===== config.mk =====
export PLATFORM = sky130hd
export DESIGN_NAME = dc_ipu_addr_scan_ctrl
export DESIGN_NICKNAME = d
export VERILOG_FILES = /design/src/rtl/dc_ipu_addr_pkg.sv /design/src/rtl/dc_ipu_addr_dda.sv /design/src/rtl/dc_ipu_addr_scan_ctrl.sv
export SDC_FILE = /design/constraint.sdc
export NUM_CORES = 1
export LEC_CHECK = 0
export CORE_UTILIZATION = 57
export DETAILED_ROUTE_END_ITERATION = 7
export PLACE_DENSITY = 0.91
export REMOVE_ABC_BUFFERS = 1
export SYNTH_ARGS = -nofsm -noshare
export SYNTH_HDL_FRONTEND = slang
export SYNTH_SLANG_ARGS = --single-unit
export TNS_END_PERCENT = 20

===== constraint.sdc =====
create_clock -name clk -period 7.02 [get_ports clk]
set_input_delay 0.702 -clock clk [delete_from_list [all_inputs] [get_ports clk]]
set_output_delay 0.702 -clock clk [all_outputs]
set_load 0.01 [all_outputs]

===== src/rtl/dc_ipu_addr_pkg.sv =====
`default_nettype none
// ============================================================================
// Module   : dc_ipu_addr_pkg
// Purpose  : Shared types for the IPU address-scan sequencer.
//            scan_state_e - sequencer FSM state encoding.
// Revision : 1.0 - initial release
// ============================================================================
package dc_ipu_addr_pkg;

  typedef enum logic [1:0] {
    IDLE = 2'd0,
    RUN  = 2'd1,
    DONE = 2'd2
  } scan_state_e;

endpackage : dc_ipu_addr_pkg
`default_nettype wire


===== src/rtl/dc_ipu_addr_dda.sv =====
`default_nettype none
// ============================================================================
// Module   : dc_ipu_addr_dda
// Purpose  : One-axis coordinate accumulator. Holds (2n+1)*step for the
//            current pixel/line index n.
// Ports    : clk, nreset (async, active-low), clr (sync clear),
//            init  - load step (index 0),
//            adv   - add 2*step (index n -> n+1),
//            step  - step value, unsigned fixed point,
//            acc   - current accumulator value (wraps mod 2^DATA_WIDTH).
// Revision : 1.0 - initial release
// ============================================================================
module dc_ipu_addr_dda #(
  parameter int DATA_WIDTH = 24
) (
  input  logic                  clk,
  input  logic                  nreset,
  input  logic                  clr,
  input  logic                  init,
  input  logic                  adv,
  input  logic [DATA_WIDTH-1:0] step,
  output logic [DATA_WIDTH-1:0] acc
);

  logic [DATA_WIDTH-1:0] acc_d;
  logic [DATA_WIDTH-1:0] acc_q;

  always_comb begin
    acc_d = acc_q;
    if (clr) begin
      acc_d = '0;
    end else if (init) begin
      acc_d = step;
    end else if (adv) begin
      acc_d = acc_q + (step << 1);
    end
  end

  always_ff @(posedge clk or negedge nreset) begin
    if (!nreset) begin
      acc_q <= '0;
    end else begin
      acc_q <= acc_d;
    end
  end

  assign acc = acc_q;

endmodule : dc_ipu_addr_dda
`default_nettype wire


===== src/rtl/dc_ipu_addr_scan_ctrl.sv =====
`default_nettype none
// ============================================================================
// Module   : dc_ipu_addr_scan_ctrl
// Purpose  : Raster scan sequencer for the IPU address-compute pipeline.
//            Emits doubled, centre-aligned source coordinates
//            x=(2i+1)*hstep, y=(2j+1)*vstep for a cfg_out_w x cfg_out_h
//            frame over a valid/ready stream.
// Ports    : clk, nreset (async, active-low), clr (sync abort),
//            start, cfg_out_w/h, cfg_hstep/vstep  - frame request/config,
//            out_valid/ready, out_xdata/ydata, out_eol/eof - beat stream,
//            busy (state != IDLE), done (pulse after last beat accepted).
// Revision : 1.0 - initial release
// ============================================================================
module dc_ipu_addr_scan_ctrl
  import dc_ipu_addr_pkg::*;
#(
  parameter int DATA_WIDTH  = 24,
  parameter int FRACT_WIDTH = 12,
  parameter int CNT_WIDTH   = 12
) (
  input  logic                  clk,
  input  logic                  nreset,
  input  logic                  clr,
  input  logic                  start,
  input  logic [CNT_WIDTH-1:0]  cfg_out_w,
  input  logic [CNT_WIDTH-1:0]  cfg_out_h,
  input  logic [DATA_WIDTH-1:0] cfg_hstep,
  input  logic [DATA_WIDTH-1:0] cfg_vstep,
  output logic                  out_valid,
  input  logic                  out_ready,
  output logic [DATA_WIDTH-1:0] out_xdata,
  output logic [DATA_WIDTH-1:0] out_ydata,
  output logic                  out_eol,
  output logic                  out_eof,
  output logic                  busy,
  output logic                  done
);

  // The fixed-point format must leave at least one integer bit.
  generate
    if (FRACT_WIDTH >= DATA_WIDTH) begin : g_bad_fract
      $error("FRACT_WIDTH must be smaller than DATA_WIDTH");
    end
  endgenerate

  scan_state_e           state_d, state_q;
  logic [CNT_WIDTH-1:0]  w_d, w_q, h_d, h_q;
  logic [CNT_WIDTH-1:0]  x_cnt_d, x_cnt_q, y_cnt_d, y_cnt_q;
  logic [DATA_WIDTH-1:0] hstep_d, hstep_q, vstep_d, vstep_q;
  logic                  out_valid_d, out_valid_q;
  logic                  out_eol_d, out_eol_q, out_eof_d, out_eof_q;
  logic                  busy_d, busy_q, done_d, done_q;
  logic                  x_init, x_adv, y_init, y_adv;
  logic                  xfer;
  logic                  line_end;

  assign xfer     = out_valid_q & out_ready;
  assign line_end = (x_cnt_q == w_q - CNT_WIDTH'(1));

  always_comb begin
    state_d     = state_q;
    w_d         = w_q;
    h_d         = h_q;
    hstep_d     = hstep_q;
    vstep_d     = vstep_q;
    x_cnt_d     = x_cnt_q;
    y_cnt_d     = y_cnt_q;
    out_valid_d = out_valid_q;
    x_init      = 1'b0;
    x_adv       = 1'b0;
    y_init      = 1'b0;
    y_adv       = 1'b0;

    case (state_q)
      IDLE: begin
        if (start) begin
          w_d     = cfg_out_w;
          h_d     = cfg_out_h;
          hstep_d = cfg_hstep;
          vstep_d = cfg_vstep;
          x_cnt_d = '0;
          y_cnt_d = '0;
          if ((cfg_out_w == '0) || (cfg_out_h == '0)) begin
            state_d     = DONE;
            out_valid_d = 1'b0;
          end else begin
            state_d     = RUN;
            out_valid_d = 1'b1;
            x_init      = 1'b1;
            y_init      = 1'b1;
          end
        end
      end
      RUN: begin
        if (xfer) begin
          // The registered eof flag marks the final beat of the frame.
          if (out_eof_q) begin
            state_d     = DONE;
            out_valid_d = 1'b0;
          end else if (line_end) begin
            x_cnt_d = '0;
            y_cnt_d = y_cnt_q + CNT_WIDTH'(1);
            x_init  = 1'b1;
            y_adv   = 1'b1;
          end else begin
            x_cnt_d = x_cnt_q + CNT_WIDTH'(1);
            x_adv   = 1'b1;
          end
        end
      end
      DONE: begin
        state_d = IDLE;
      end
      default: begin
        state_d     = IDLE;
        out_valid_d = 1'b0;
      end
    endcase

    if (clr) begin
      state_d     = IDLE;
      out_valid_d = 1'b0;
      x_cnt_d     = '0;
      y_cnt_d     = '0;
      x_init      = 1'b0;
      x_adv       = 1'b0;
      y_init      = 1'b0;
      y_adv       = 1'b0;
    end

    // Flags are derived from the next-cycle counters so they line up with
    // the registered beat data.
    out_eol_d = out_valid_d && (x_cnt_d == w_d - CNT_WIDTH'(1));
    out_eof_d = out_eol_d && (y_cnt_d == h_d - CNT_WIDTH'(1));
    busy_d    = (state_d != IDLE);
    done_d    = (state_d == DONE);
  end

  always_ff @(posedge clk or negedge nreset) begin
    if (!nreset) begin
      state_q     <= IDLE;
      w_q         <= '0;
      h_q         <= '0;
      hstep_q     <= '0;
      vstep_q     <= '0;
      x_cnt_q     <= '0;
      y_cnt_q     <= '0;
      out_valid_q <= 1'b0;
      out_eol_q   <= 1'b0;
      out_eof_q   <= 1'b0;
      busy_q      <= 1'b0;
      done_q      <= 1'b0;
    end else begin
      state_q     <= state_d;
      w_q         <= w_d;
      h_q         <= h_d;
      hstep_q     <= hstep_d;
      vstep_q     <= vstep_d;
      x_cnt_q     <= x_cnt_d;
      y_cnt_q     <= y_cnt_d;
      out_valid_q <= out_valid_d;
      out_eol_q   <= out_eol_d;
      out_eof_q   <= out_eof_d;
      busy_q      <= busy_d;
      done_q      <= done_d;
    end
  end

  // hstep_d/vstep_d carry the incoming config on the start cycle, so the
  // accumulators load the new frame's step in the same edge as the latch.
  dc_ipu_addr_dda #(
    .DATA_WIDTH (DATA_WIDTH)
  ) u_dda_x (
    .clk    (clk),
    .nreset (nreset),
    .clr    (clr),
    .init   (x_init),
    .adv    (x_adv),
    .step   (hstep_d),
    .acc    (out_xdata)
  );

  dc_ipu_addr_dda #(
    .DATA_WIDTH (DATA_WIDTH)
  ) u_dda_y (
    .clk    (clk),
    .nreset (nreset),
    .clr    (clr),
    .init   (y_init),
    .adv    (y_adv),
    .step   (vstep_d),
    .acc    (out_ydata)
  );

  assign out_valid = out_valid_q;
  assign out_eol   = out_eol_q;
  assign out_eof   = out_eof_q;
  assign busy      = busy_q;
  assign done      = done_q;

endmodule : dc_ipu_addr_scan_ctrl
`default_nettype wire


==> results.toml, run 1 <==
[status]
status = "finished clean"

[synth]
synth-simple-area-share = 0.245
syn_inst = 1205
synth_enable_flop_cells = 0
synth.area.mux_share = 0.0281
synth_compound_area_frac = 0.168
yosysTopAreaCell = "dfrtp_1"
synth_top_area_frac = 0.378
yosysSeqAreaShare = 0.378
synth_cell_types = 74
synth_top_family_by_area = "simple AND/OR/NAND/NOR gates"
synthAdderAreaFrac = 0.0653
ys_top_cells_by_area = "dfrtp_1 38%, nand2_1 9.1%, ha_1 6.1%"
ys_seq_elements = 151
synth-xor-area-share = 0.0772
synth_area_um2 = 10000
syn_avg_cell_area_um2 = 8.30
synthArstFlopShare = 1.00
yosys_warnings = 0
synth_ff_type = "dfrtp_1"

[worst_setup_path]
setup.worst_path.class = "input pin to flip-flop"
end_kind = "flip-flop"
crit_fanout = 43
required_ns = 7.34
critPathArrivalTime_ns = 5.39
start_kind = "input pin"

[global_route]
grt_overflow = 0
grt_use_met3 = 0.0642
use_met1 = 0.409
track_usage = 0.316
grt_pass1_vias = 9369
grt_pass1_wl_um = 45300
use_met2 = 0.515
grt_max_degree = 85
busiest_layer = "met2"
antenna_found_initial = 0

[cells_and_area]
stdcell_count = 1545
regArea_um2 = 3780
nNetsFinal = 1435
diodes = 0
fin_util = 0.699
final_cell_mix = "242 x nand2_1, 151 x dfrtp_1, 128 x clkdlybuf4s50_1"
mostFrequentLayoutCell = "nand2_1"
multi_input_area_um2 = 5850
drive_gt1_frac = 0.0545
syn_to_final_growth_pct = 20.4
nFillCells = 1334

[timing]
min_period_ns = 5.06
whs_ns = 0.290
skew_ns = 0.0142
fin_crit_sh = 0.721
max_freq_ghz = 0.198
slew_headroom = 0.301
setup_violations = 0
tightestPinTransition_ns = 1.05
slew_viol_final = 0
fin_ws_ns = 1.96
hold_violations = 0
rsz0062_at_grt = "false"

[clock_network]
clock_latency_ns = 0.44
cts-root-buf = "clkbuf_16"
cts_setup_buffers = 0
cts.sinks = 151
postCtsHoldBufs = 0
cts_tree = "done"
cts_made_buffers = 17
cts-resized-gates = 0
clockBufferDepth = 2
htreeDepth = 4
clk_pin_slew_ns = 0.06

[route]
ant_nets = 0
routed_wl_um = 27600
wl_per_cell_um = 17.9
via_per_inst = 6.16
detail_route.first_pass.iterations = 5
vias = 9511
route.detailed.drc = 0
drt-initial-drc-count = 873

[die]
start_util = 0.581
rows = 48
die_y_um = 134
die-area_um2 = 18100
pin_count = 130
dieWidth_um = 134
core_area_um2 = 17200

[power]
p_comb_frac = 0.332
powerDensity_nw_per_um2 = 251
power_w = 0.00303
switching_power_w = 0.00104
vdd_drop_max_mv = 0.205
switching_share = 0.343
intPower_w = 0.00199
p_leak_nw = 5.45
pwr-share-seq = 0.351
p_clk_frac = 0.317

[placed_design]
place_inst = 1513
place_congestion = 0.935
hpwl_um = 18900
pre_cts_slack_ns = 1.69
port_buffers = 129

[worst_hold_path]
holdCritPathClass = "input pin to async pin"

[flow_run]
drv_cap = 0
[through the flow]
| stage | setup TNS (ns) | instance area (um^2) |
|---|---|---|
| after global routing | 0 | 12000 |
| after CTS | 0 | 12000 |
| after detailed placement | 0 | 11400 |
| after global placement | 0 | 11400 |
| final | 0 | 12000 |
| after floorplan | -86.17 | 9770 |
[cell type report]
cell class / instances / area share
clock buffers: 19 / 0.0359
clock inverters: 13 / 0.0141
inverters: 42 / 0.0131
multi-input cells: 955 / 0.486
flip-flops and latches: 151 / 0.314
well taps: 225 / 0.0234
repair buffers: 140 / 0.114
[critical path: stages]
cell             delay [ns]
clkdlybuf4s50_1        0.51
nor3b_2                0.24
buf_4                  0.49
nand2_1                0.12
nand2_1                0.11
ha_1                   0.19
inv_1                  0.06
fa_1                   0.39
nand2b_1               0.18
a21o_1                 0.22
a21oi_1                0.26
o2111ai_1              0.15
a41oi_1                0.43
a21oi_1                0.22
o21ai_0                0.31
o41ai_1                0.14
xnor2_1                0.17
o21ai_0                0.11
a221o_1                0.36
[logic make-up (layout without fill, tap and decap cells)]
| group | Yosys count | in the layout |
|---|---|---|
| adders and majority gates | 51 | 51 |
| muxes | 27 | 27 |
| buffers and inverters | 99 | 214 |
| xor gates and xnor gates | 85 | 85 |
| DFF | 151 | 151 |
| AOI/OAI and AO/OA | 254 | 254 |
| and+or+nand+nor | 538 | 538 |
[power groups by stage]
stage | clock network (W) | registers [W] | logic (W)
2_1_floorplan | 0 | 0.00107 | 0.000640
3_3_place_gp | 0 | 0.00107 | 0.000936
3_5_place_dp | 0 | 0.00107 | 0.000975
4_1_cts | 0.000963 | 0.00106 | 0.000994
5_1_grt | 0.000999 | 0.00107 | 0.00110
6_report | 0.000959 | 0.00106 | 0.00101
[path summary, 6_finish.rpt]
| kind | start | endpoint | slack (ns) | cells after the start |
|---|---|---|---|---|
| max | start | u_dda_x.acc[23] | 1.96 | 19 |
| max reg2reg | w_q[0] | out_eof | 2.23 | 13 |
| min in group clk | vstep_q[23] | vstep_q[23] | 0.49 | 2 |
| min | nreset | h_q[7] | 0.29 | 1 |
| max in group asynchronous | nreset | vstep_q[7] | 5.36 | 2 |
| min reg2reg | vstep_q[23] | vstep_q[23] | 0.49 | 2 |
[synth_stat cells (10+ instances only)]
master and number:
mux2i_1 18, xor2_1 34, and3_1 13, xnor2_1 49
or3_1 18, dfrtp_1 151, nand4_1 10, nor2_1 119
clkbuf_1 46, nand3_1 29, inv_1 42, ha_1 49
a21o_1 19, a211oi_1 14, a31oi_1 11, a21oi_1 74
nor3_1 45, nand2_1 242, o21ai_0 42
[sequential cells by signal, summed over array words and instances (netlist names), 2 cells and up]
signal and count:
x_cnt_q 12, hstep_q 24, y_cnt_q 12, h_q 12, vstep_q 24, u_dda_x.acc 24
state_q 2, w_q 12, u_dda_y.acc 24
[layer usage]
| layer | part of all wire | up-vias | wire (um) |
|---|---|---|---|
| met1 | 0.41 | 4537 | 11400 |
| met4 | 0.028 | 0 | 767 |
| li1 | - | 4446 | - |
| met2 | 0.48 | 460 | 13300 |
| met3 | 0.077 | 68 | 2130 |
| met5 | 0 | - | 0 |
Note: power is estimated with default switching activity, not from simulation.
==> run 2: changes to the inputs <==
--- a/config.mk
+++ b/config.mk
@@ -5,9 +5,9 @@
 export SDC_FILE = /design/constraint.sdc
 export NUM_CORES = 1
 export LEC_CHECK = 0
-export CORE_UTILIZATION = 57
+export CORE_UTILIZATION = 51
 export DETAILED_ROUTE_END_ITERATION = 7
-export PLACE_DENSITY = 0.91
+export PLACE_DENSITY = 0.87
 export REMOVE_ABC_BUFFERS = 1
 export SYNTH_ARGS = -nofsm -noshare
 export SYNTH_HDL_FRONTEND = slang
==> constraint.sdc (replaced) <==
create_clock -name clk -period 4.6 [get_ports clk]
set_input_delay 0.46 -clock clk [delete_from_list [all_inputs] [get_ports clk]]
set_output_delay 0.46 -clock clk [all_outputs]
set_load 0.01 [all_outputs]
==> run 2 against run 1 <==
Compared with the run above: global-route usage decreased by 3.1 points; worst hold slack worse by 0.26 ns; clock-buffer cell count up 1; cell area is 2.9% higher; clock power rose by 65%; worst setup slack got worse by 1.7 ns; critical endpoint is now out_eof; largest cell class unchanged.
==> results.toml, run 2 (synthesized netlist as in run 1, its figures left out) <==
[route]
routed_wl_um = 27400
vias = 9487
detail_route.first_pass.iterations = 5
via_per_inst = 5.90
drt-initial-drc-count = 855
ant_nets = 0
wl_per_cell_um = 17.1
route.detailed.drc = 0

[global_route]
grt_pass1_wl_um = 45500
grt_use_met3 = 0.0589
track_usage = 0.285
grt_overflow = 0
busiest_layer = "met2"
use_met2 = 0.468
use_met1 = 0.365
antenna_found_initial = 0
grt_pass1_vias = 9271
grt_max_degree = 68

[worst_setup_path]
rr_worst_depth = 13
rrSetupSlack_ns = 0.24
r2r_end = "out_eof"
end_kind = "flip-flop"
required_ns = 4.91
reg2reg_from = "w_q[0]"
cp-startpoint = "w_q[0]"
crit_fanout = 11
start_kind = "flip-flop"
critPathCapture = "out_eof"
setup.worst_path.class = "flip-flop to flip-flop"
critPathArrivalTime_ns = 4.67

[timing]
rsz0062_at_grt = "false"
fin_ws_ns = 0.239
hold_violations = 0
fin_crit_sh = 0.948
slew_headroom = 0.325
slew_viol_final = 0
skew_ns = 0.00973
max_freq_ghz = 0.229
tightestPinTransition_ns = 1.01
setup_violations = 0
min_period_ns = 4.36

[cells_and_area]
nNetsFinal = 1463
nFillCells = 1509
syn_to_final_growth_pct = 23.9
mostFrequentLayoutCell = "nand2_1"
diodes = 0
fin_util = 0.654
regArea_um2 = 3780
drive_gt1_frac = 0.0764
final_cell_mix = "242 x nand2_1, 151 x dfrtp_1, 128 x clkdlybuf4s50_1"
multi_input_area_um2 = 5870

[die]
die_y_um = 142
rows = 50
start_util = 0.528
die-area_um2 = 20200
pin_count = 130
dieWidth_um = 142
core_area_um2 = 19000

[placed_design]
place_congestion = 0.908
hpwl_um = 19300
pre_cts_slack_ns = -0.120
port_buffers = 129

[clock_network]
cts-root-buf = "clkbuf_16"
htreeDepth = 4
postCtsHoldBufs = 0
clk_pin_slew_ns = 0.06
cts_tree = "done"
cts_made_buffers = 17
clock_latency_ns = 0.43
cts.sinks = 151
clockBufferDepth = 2

[status]
status = "finished clean"

[power]
powerDensity_nw_per_um2 = 384
vdd_drop_max_mv = 0.269
p_leak_nw = 5.63

[worst_hold_path]
holdCritPathClass = "input pin to async pin"

[flow_run]
drv_cap = 0
==> run 2: changes by cell type in the layout (fill, tap and decap cells not counted), sizes merged <==
cell      change
buf          +28
bufinv        +2
clkbuf        +1
clkinv        -1
clkinvlp      -1
inv           -1
==> run 2: power by group <==
group | internal (W) | switching, W | total [W]
logic | 0.000714 | 0.000841 | 0.00155
registers | 0.00149 | 0.000130 | 0.00162
clock network | 0.00100 | 0.000582 | 0.00158
total | 0.00321 | 0.00155 | 0.00476
==> run 2: per-layer routing <==
layer | wire length (um) | part of all wire | up-vias
li1 | - | - | 4518
met1 | 11700 | 0.43 | 4537
met2 | 13300 | 0.48 | 385
met3 | 1860 | 0.068 | 47
met4 | 631 | 0.023 | 0
met5 | 0 | 0 | -
==> run 2: repair_timing <==
item,4_1_cts,5_1_grt
resized for setup,0,4
buffers inserted,0,2
endpoints found under the setup margin,0,3
==> run 2: per-stage QoR <==
step                cell area [um^2]  hold WS (ns)  power (W)  TNS (ns)  std cells
floorplan                       9770         0.164    0.00261   -353.15       1148
global placement               11700         0.456    0.00310         0       1574
detailed placement             11700         0.461    0.00315    -0.163       1574
CTS                            12400        0.0455    0.00476         0       1606
global route                   12400        0.0767    0.00502         0       1608
finish                         12400        0.0349    0.00476         0       1608
==> run 2: cell type report <==
type | instances | area share
multi-input cells | 955 | 0.474
flip-flops and latches | 151 | 0.305
repair buffers | 168 | 0.129
clock buffers | 20 | 0.0368
well taps | 260 | 0.0262
clock inverters | 12 | 0.0171
inverters | 42 | 0.0127
==> run 2: critical path, stage by stage (launching register included) <==
cell       delay (ns)
dfrtp_1          0.41
inv_1            0.09
ha_1             0.25
or3b_1           0.46
or4_1            0.51
nand4_1          0.09
nor2_1           0.16
or4_4            0.63
or4_1            0.50
a21oi_1          0.27
xor2_1           0.10
a2111oi_1        0.28
nand4_1          0.17
a2111oi_2        0.32
==> run 2: worst min path at each step <==
stage	startpoint	depth (start not counted)	endpoint	slack (ns)
floorplan	nreset	0	busy	0.16
global placement	vstep_q[23]	2	vstep_q[23]	0.46
detailed placement	vstep_q[23]	2	vstep_q[23]	0.46
CTS	nreset	1	w_q[11]	0.05
global route	nreset	1	w_q[11]	0.08
finish	nreset	1	w_q[6]	0.03
==> run 3: changes to the inputs <==
--- a/config.mk
+++ b/config.mk
@@ -5,11 +5,15 @@
 export SDC_FILE = /design/constraint.sdc
 export NUM_CORES = 1
 export LEC_CHECK = 0
-export CORE_UTILIZATION = 51
+export CELL_PAD_IN_SITES_DETAIL_PLACEMENT = 0
+export CELL_PAD_IN_SITES_GLOBAL_PLACEMENT = 2
+export CORE_UTILIZATION = 31
 export DETAILED_ROUTE_END_ITERATION = 7
-export PLACE_DENSITY = 0.87
+export PLACE_DENSITY = 0.86
 export REMOVE_ABC_BUFFERS = 1
+export SLEW_MARGIN = 20
 export SYNTH_ARGS = -nofsm -noshare
 export SYNTH_HDL_FRONTEND = slang
+export SYNTH_HIERARCHICAL = 1
 export SYNTH_SLANG_ARGS = --single-unit
 export TNS_END_PERCENT = 20
==> run 3 against run 2 <==
Compared with the run above: final cell count increased by 13%; sequential cell count stayed put; sequential share of layout area is 1.4 points lower; sequential power shrank 4%; combinational power shrank 17%; fmax grew 5.3%; utilization fell by 27 points; largest cell class unchanged; largest power group is now the clock network.
==> results.toml, run 3 <==
[power]
p_leak_nw = 5.77
powerDensity_nw_per_um2 = 339
vdd_drop_max_mv = 0.245
power_w = 0.00440

[cells_and_area]
syn_to_final_growth_pct = 23.6
fin_util = 0.388
stdcell_count = 1811
regArea_um2 = 3780
design_area_um2 = 13000
drive_gt1_frac = 0.0807
final_cell_mix = "227 x nand2_1, 151 x dfrtp_1, 127 x clkdlybuf4s50_1"
multi_input_area_um2 = 6280
diodes = 0
nFillCells = 3457
mostFrequentLayoutCell = "nand2_1"
nNetsFinal = 1479

[worst_setup_path]
path_cells = "inv_1 > ha_1 > and3b_1 > o21a_1 > o311ai_1 > nor2_1 > and3_1 > o22ai_1 > mux2_2 > a211oi_1 > a2bb2oi_1 > a2111oi_2 > o2111a_1"
setup.worst_path.class = "flip-flop to flip-flop"
cp_num_buf_inv = 1
end_kind = "flip-flop"
slowest_stage = "o311ai_1"
rrSetupSlack_ns = 0.46
critPathArrivalTime_ns = 4.51
required_ns = 4.97
rr_worst_depth = 13
reg2reg_from = "w_q[0]"
cpLargestDelayFamily = "compound AO/OA/AOI/OAI gates"
crit_fanout = 9
start_kind = "flip-flop"
r2r_end = "out_eof"
slowest_delay_ns = 0.74

[timing]
fin_crit_sh = 0.901
max_freq_ghz = 0.241
rsz0062_at_grt = "false"
tns_ns = 0
hold_violations = 0
slew_headroom = 0.368
tightestPinTransition_ns = 0.948
setup_violations = 0
min_period_ns = 4.14
slew_viol_final = 0
skew_ns = 0.0154

[clock_network]
htreeDepth = 4
cts-root-buf = "clkbuf_16"
cts.sinks = 151
cts-resized-gates = 0
cts_made_buffers = 17
cts_setup_buffers = 0
clockBufferDepth = 2
clk_pin_slew_ns = 0.07
postCtsHoldBufs = 0
clock_latency_ns = 0.44
cts_tree = "done"

[synth]
yosysMostFrequentCell = "nand2_1"
synth_common_cells = "227 x nand2_1, 151 x dfrtp_1, 80 x nor2_1"
synth_area_um2 = 10500
ys_top_cells_by_area = "dfrtp_1 36%, nand2_1 8.1%, ha_1 5.8%"
synth_enable_flop_cells = 0
yosysTopAreaCell = "dfrtp_1"
yosysSeqAreaShare = 0.360
synth_top_area_frac = 0.360
ys_seq_elements = 151
synth_ff_type = "dfrtp_1"
yosys_warnings = 6
synthArstFlopShare = 1.00
syn_avg_cell_area_um2 = 8.49
syn_inst = 1237
synth_cell_types = 84

[die]
core_area_um2 = 33400
rows = 67
die_y_um = 186
die-area_um2 = 34600
start_util = 0.314
pin_count = 130
dieWidth_um = 186

[route]
drt-initial-drc-count = 647
route.detailed.drc = 0
detail_route.first_pass.iterations = 5
via_per_inst = 5.30
ant_nets = 0
routed_wl_um = 33400
wl_per_cell_um = 18.4
vias = 9607

[global_route]
grt_pass1_wl_um = 53100
track_usage = 0.199
grt_max_degree = 95
grt_pass1_vias = 9402
antenna_found_initial = 0
grt_overflow = 0

[placed_design]
place_inst = 1780
hpwl_um = 24500
place_congestion = 0.882
place_area_um2 = 12300
port_buffers = 129

[flow_run]
drv_cap = 0

[worst_hold_path]
holdCritPathClass = "input pin to async pin"

[status]
status = "finished clean"
run 3: how the worst max path moves through the flow:
stage	start	endpoint	slack, ns	depth (start not counted)
5_1_grt	w_q[0]	out_eof	0.20	13
6_report	w_q[0]	out_eof	0.46	13
3_3_place_gp	start	out_eof	0.28	16
3_5_place_dp	start	out_eof	0.24	16
2_1_floorplan	state_q[0]	out_eof	-3.61	14
4_1_cts	w_q[0]	out_eof	0.50	13
run 3: report_power, final:
part           total [W]  switching, W  internal (W)
registers        0.00155     0.0000913       0.00146
clock network    0.00156      0.000629      0.000929
logic            0.00129      0.000767      0.000520
total            0.00440       0.00149       0.00291
run 3: cell families after synthesis:
group | Yosys count | synth area share
AOI/OAI and AO/OA | 300 | 0.198
xor gates and xnor gates | 86 | 0.0743
adders and majority gates | 51 | 0.0622
buffers and inverters | 116 | 0.0431
DFF | 151 | 0.360
muxes | 44 | 0.0428
and+or+nand+nor | 489 | 0.220
run 3: worst register-to-register path: stages (launching register included):
cell	delay, ns
dfrtp_1	0.45
inv_1	0.07
ha_1	0.24
and3b_1	0.20
o21a_1	0.18
o311ai_1	0.74
nor2_1	0.12
and3_1	0.40
o22ai_1	0.38
mux2_2	0.40
a211oi_1	0.23
a2bb2oi_1	0.13
a2111oi_2	0.33
o2111a_1	0.21
run 3: per-stage QoR:
stage	hold WS, ns	setup slack [ns]
4_1_cts	0.173	0.505
3_5_place_dp	0.473	0.240
6_report	0.115	0.457
2_1_floorplan	0.164	-3.61
5_1_grt	0.192	0.201
3_3_place_gp	0.467	0.276
run 3: metal layers:
layer / vias to the layer above / wire (um) / GRT usage
li1: 4657 / - / -
met1: 4684 / 16100 / 0.278
met2: 245 / 15300 / 0.316
met3: 21 / 1640 / 0.0370
met4: 0 / 373 / 0.0423
met5: - / 0 / 0
run 3: cell type report:
| class | count | share of cell area |
|---|---|---|
| Multi-Input combinational cell | 970 | 0.484 |
| Timing Repair Buffer | 160 | 0.118 |
| Sequential cell | 151 | 0.291 |
| Inverter | 51 | 0.0147 |
| Clock inverter | 13 | 0.0148 |
| Clock buffer | 18 | 0.0338 |
| Tap cell | 448 | 0.0432 |
